[src/rtl/fifo_pop_stage.sv]
// ============================================================================
// Module   : fifo_pop_stage
// Purpose  : Read side of the circular buffer. Pulls the head item and offers
//            it as a registered valid/ready stream through a 2-entry skid.
//            Optional statistics counters: FIFO_POP_STAGE_STATS_EN.
// Revision : 1.0 - initial release
// ============================================================================
`default_nettype none

module fifo_pop_stage #(
  parameter type T = logic [31:0]
) (
  input  logic        clk,
  input  logic        reset_n,
  input  logic        fifo_empty,
  input  T            fifo_read_data,
  output logic        fifo_read_en,
  input  logic        flush,
  output logic        out_valid,
  output T            out_data,
  input  logic        out_ready,
  output logic [1:0]  count
`ifdef FIFO_POP_STAGE_STATS_EN
  ,
  output logic [31:0] pop_count,
  output logic [31:0] stall_count
`endif
);

  typedef enum logic [1:0] {
    ST_EMPTY = 2'd0,
    ST_ONE   = 2'd1,
    ST_TWO   = 2'd2
  } state_t;

  state_t r_state;
  T       r_head;
  T       r_skid;
  logic   w_push;
  logic   w_pop;

  // Read enable looks only at held state, so out_ready never reaches the buffer.
  assign w_push       = !fifo_empty && !flush && (r_state != ST_TWO);
  assign w_pop        = out_valid && out_ready && !flush;
  assign fifo_read_en = w_push;
  assign out_valid    = (r_state != ST_EMPTY);
  assign out_data     = r_head;
  assign count        = r_state;

  always_ff @(posedge clk or negedge reset_n) begin
    if (!reset_n) begin
      r_state <= ST_EMPTY;
      r_head  <= '0;
      r_skid  <= '0;
    end else if (flush) begin
      r_state <= ST_EMPTY;
    end else begin
      case (r_state)
        ST_EMPTY: begin
          if (w_push) begin
            r_head  <= fifo_read_data;
            r_state <= ST_ONE;
          end
        end
        ST_ONE: begin
          if (w_push && w_pop) begin
            r_head <= fifo_read_data;
          end else if (w_push) begin
            r_skid  <= fifo_read_data;
            r_state <= ST_TWO;
          end else if (w_pop) begin
            r_state <= ST_EMPTY;
          end
        end
        ST_TWO: begin
          if (w_pop) begin
            r_head  <= r_skid;
            r_state <= ST_ONE;
          end
        end
        default: r_state <= ST_EMPTY;
      endcase
    end
  end

`ifdef FIFO_POP_STAGE_STATS_EN
  logic [31:0] r_pop_count;
  logic [31:0] r_stall_count;

  // Counters survive flush; only reset clears them.
  always_ff @(posedge clk or negedge reset_n) begin
    if (!reset_n) begin
      r_pop_count   <= '0;
      r_stall_count <= '0;
    end else begin
      if (w_pop) begin
        r_pop_count <= r_pop_count + 32'd1;
      end
      if (out_valid && !out_ready && !flush) begin
        r_stall_count <= r_stall_count + 32'd1;
      end
    end
  end

  assign pop_count   = r_pop_count;
  assign stall_count = r_stall_count;
`endif

endmodule

`default_nettype wire
[config.mk]
export PLATFORM = sky130hd
export DESIGN_NAME = fifo_pop_stage
export DESIGN_NICKNAME = d
export VERILOG_FILES = /design/src/rtl/fifo_pop_stage.sv
export SDC_FILE = /design/constraint.sdc
export NUM_CORES = 1
export LEC_CHECK = 0
export BUFFER_PORTS_ARGS = -buffer_cell sky130_fd_sc_hd__clkbuf_2
export CAP_MARGIN = 20
export CORE_MARGIN = 2
export CORE_UTILIZATION = 30
export DETAILED_ROUTE_END_ITERATION = 16
export GPL_ROUTABILITY_DRIVEN = 0
export SETUP_SLACK_MARGIN = 0.3
export SYNTH_ARGS = -nofsm -noshare
export SYNTH_HDL_FRONTEND = slang
export SYNTH_SLANG_ARGS = --single-unit
export TNS_END_PERCENT = 1
[constraint.sdc]
create_clock -name clk -period 1.8 [get_ports clk]
set_clock_uncertainty 0.15 [all_clocks]
set_input_delay 0.18 -clock clk [delete_from_list [all_inputs] [get_ports clk]]
set_output_delay 0.18 -clock clk [all_outputs]
set_load 0.005 [all_outputs]
==> flow_metrics.env <==
export IMPL_reg2reg_depth=6
export IMPL_fin_util=0.4224
export IMPL_max_freq_mhz=569.4
export IMPL_drc_errors=0
export IMPL_ios=73
export IMPL_first_global_vias=1972
export IMPL_grt_max_degree=67
export IMPL_crit_arrival_ns=1.82
export IMPL_intPower_uw=3201
export IMPL_worst_setup_path_type="flip-flop to flip-flop"
export IMPL_path_clk_slew_ns=0.07
export IMPL_dieArea_um2=11570
export IMPL_drive_gt1_frac=0.6422
export IMPL_n_antenna_cell=0
export IMPL_routedWlPerCell_um=13.94
export IMPL_combPwrFrac=0.222
export IMPL_slew_viol_final=0
export IMPL_max_slew_margin_rel=0.7543
export IMPL_place_hpwl_um=4031
export IMPL_p_clk_frac=0.302
export IMPL_yosysTopAreaCell="dfrtp_1"
export IMPL_path_max_fanout=8
export IMPL_reg2reg_to="out_data[23]"
export IMPL_synth_common_cells="dfrtp_1, mux2_4, mux2_2, buf_6, mux2_1"
export IMPL_setup_viol=0
export IMPL_die_h_um=107.6
export IMPL_via_per_inst=4.305
export IMPL_tightest_slew_ns=0.3686
export IMPL_grt_pass1_wl_um=9694
export IMPL_syn_nets=226
export IMPL_cts_path_max_buffers=2
export IMPL_antenna_found_initial=0
export IMPL_cts_tree="built"
export IMPL_path_buf_inv=2
export IMPL_yosys_warnings=0
export IMPL_hold_class="input pin to flip-flop"
export IMPL_yosysMostFrequentCell="dfrtp_1"
export IMPL_netlist_area_um2=3218
export IMPL_fin_crit_sh=0.9756
export IMPL_core_area_um2=10370
export IMPL_crit_required_ns=1.87
export IMPL_power_uw=4264
export IMPL_synth_edff_count=0
export IMPL_layout_cells_non_filler=449
export IMPL_clkSinkCount=66
export IMPL_finalNetCount=345
export IMPL_outcome="complete, no violations"
export IMPL_dr_pass1_iters=3
export IMPL_swShare=0.2492
export IMPL_synth_cell_types=19
export IMPL_syn_to_final_growth_pct=36.12
export IMPL_rsz0062_at_grt="yes"
export IMPL_ctsRootBufferMaster="clkbuf_8"
export IMPL_ir_worst_vdd_mv=0.4786
export IMPL_htree_levels=3
export IMPL_cts_buffers=9
export IMPL_routed_via_count=1933
export IMPL_p_per_area_nw_per_um2=973.3
export IMPL_path_delay_family="flip-flops"
export IMPL_start_util=0.3103
export IMPL_insertion_delay_ns=0.33
export IMPL_critPathCaptureType="flip-flop"
export IMPL_start_kind="flip-flop"
export IMPL_hold_viol=0
export IMPL_async_flop_share=1.000
export IMPL_crit_slowest_cell="dfrtp_2"
export IMPL_synth_top_area_share=0.5132
export IMPL_drtIter0Drc=39
export IMPL_syn_inst=189
export IMPL_cpMostUsedCell="buf_12"
export IMPL_hold_path_startpoint="fifo_empty"
export IMPL_p_sw_uw=1063
export IMPL_hold_end="count[1]"
export IMPL_synthTopCellsByArea="dfrtp_1, mux2_4, mux2_2"
export IMPL_routed_wl_um=6259
export IMPL_min_delay_path_depth=4
export IMPL_syn_avg_cell_area_um2=17.03
export IMPL_timing_rr_start="count[0]"
export IMPL_placedCellCount=394
export IMPL_antenna_left=0
export IMPL_reg2reg_slack_ns=0.04
export IMPL_port_buffers=72
export IMPL_synthFlopType="dfrtp_1"
export IMPL_max_stage_delay_ns=0.46
export IMPL_min_period_ns=1.756
export IMPL_grt_overflow_total=0
export IMPL_worstPathCellList="nand2b_2 > nand2_1 > a21oi_4 > buf_12 > buf_12 > mux2_2"
export IMPL_p_leak_uw=0.002031
export IMPL_drv_cap=0
export IMPL_rows=37
export IMPL_seqPwrFrac=0.477
export IMPL_seq_area_frac_synth=0.5132
export IMPL_die_x_um=107.6
export IMPL_synth_seq_cells=66
export IMPL_grt_usage=0.1110
stage by stage:
stage / setup TNS, ns / hold slack, ns / instance area (µm²) / worst slack, ns
2_1_floorplan: 0 / -0.2656 / 3221 / 0.1147
6_report: 0 / 0.1048 / 4380 / 0.04384
4_1_cts: 0 / 0.06528 / 4300 / 0.04828
3_3_place_gp: 0 / 0.08061 / 3740 / 0.09256
5_1_grt: -0.005184 / 0.1072 / 4380 / -0.005184
3_5_place_dp: 0 / 0.08261 / 3740 / 0.06628
worst reg2reg max path, cell delays in order, from the launching register on:
cell and delay [ns]:
dfrtp_2 0.46, nand2b_2 0.14, nand2_1 0.11, a21oi_4 0.18, buf_12 0.14, buf_12 0.13, mux2_2 0.33
cell usage in the layout (no fill, tap or decap):
master and instances:
a21oi_4 1, clkbuf_1 1, clkinv_2 1, mux2_4 56, a21oi_1 1, dfrtp_2 2, nor3_2 1, nand3b_1 1
dlygate4sd3_1 35, nor2b_4 1, nand2b_2 1, nor2_1 2, nor3b_1 1, o22a_2 1, mux2_2 37, dfrtp_1 64
buf_4 2, nor3_1 1, clkinvlp_4 2, buf_12 7, clkbuf_2 71, buf_2 1, clkbuf_8 11, mux2_1 4
bufinv_16 1, nor2_2 1, clkbuf_16 2, nand2_1 1, or2_2 1, inv_1 1, nor4_4 1
cells by family after synthesis:
group / synth area share
flip-flops: 0.5132
multiplexers: 0.4047
AND/OR/NAND/NOR: 0.02799
AO/OA/AOI/OAI: 0.009720
buffers and inverters: 0.04432
timing repair:
item                                   CTS  global route
pin swaps                                0             1
setup endpoints to repair               66            66
gates cloned                             0             2
gates resized for setup                  1             1
hold buffers                            35             0
buffers inserted                         0             2
endpoints found under the hold margin  100             0
power groups by stage:
| stage | clock [µW] | sequential (µW) | combinational (µW) |
|---|---|---|---|
| 3_5_place_dp | 0 | 2070 | 876 |
| 4_1_cts | 1350 | 2040 | 938 |
| 5_1_grt | 1400 | 2080 | 1030 |
| 6_report | 1290 | 2030 | 945 |
| 2_1_floorplan | 0 | 2030 | 549 |
| 3_3_place_gp | 0 | 2050 | 850 |
sequential cells by signal, summed over array words and instances (netlist names):
name	cells
count	2
out_data	32
r_skid	32
area by class of cell:
cell class                      count  area (µm²)
Multi-Input combinational cell    112        1431
Fill cell                         975        5989
Inverter                            1       3.754
Clock buffer                       12       155.1
Clock inverter                      4       50.05
Timing Repair Buffer              118       915.9
Sequential cell                    66        1654
Tap cell                          136       170.2
per-layer routing:
| layer | global-route usage | routed length, µm | up-vias |
|---|---|---|---|
| li1 | - | - | 915 |
| met1 | 0.1233 | 2779 | 964 |
| met2 | 0.1945 | 3126 | 46 |
| met3 | 0.03935 | 271 | 8 |
| met4 | 0.04121 | 82 | 0 |
| met5 | 0 | 0 | - |
worst max path at each step:
stage	from	endpoint	depth (start not counted)
6_report	count[0]	out_data[23]	6
5_1_grt	count[0]	out_data[23]	6
4_1_cts	count[0]	out_data[23]	4
3_5_place_dp	count[0]	out_data[26]	4
3_3_place_gp	count[0]	out_data[25]	4
2_1_floorplan	count[1]	out_data[0]	5
Power figures use the tool's default switching activity.
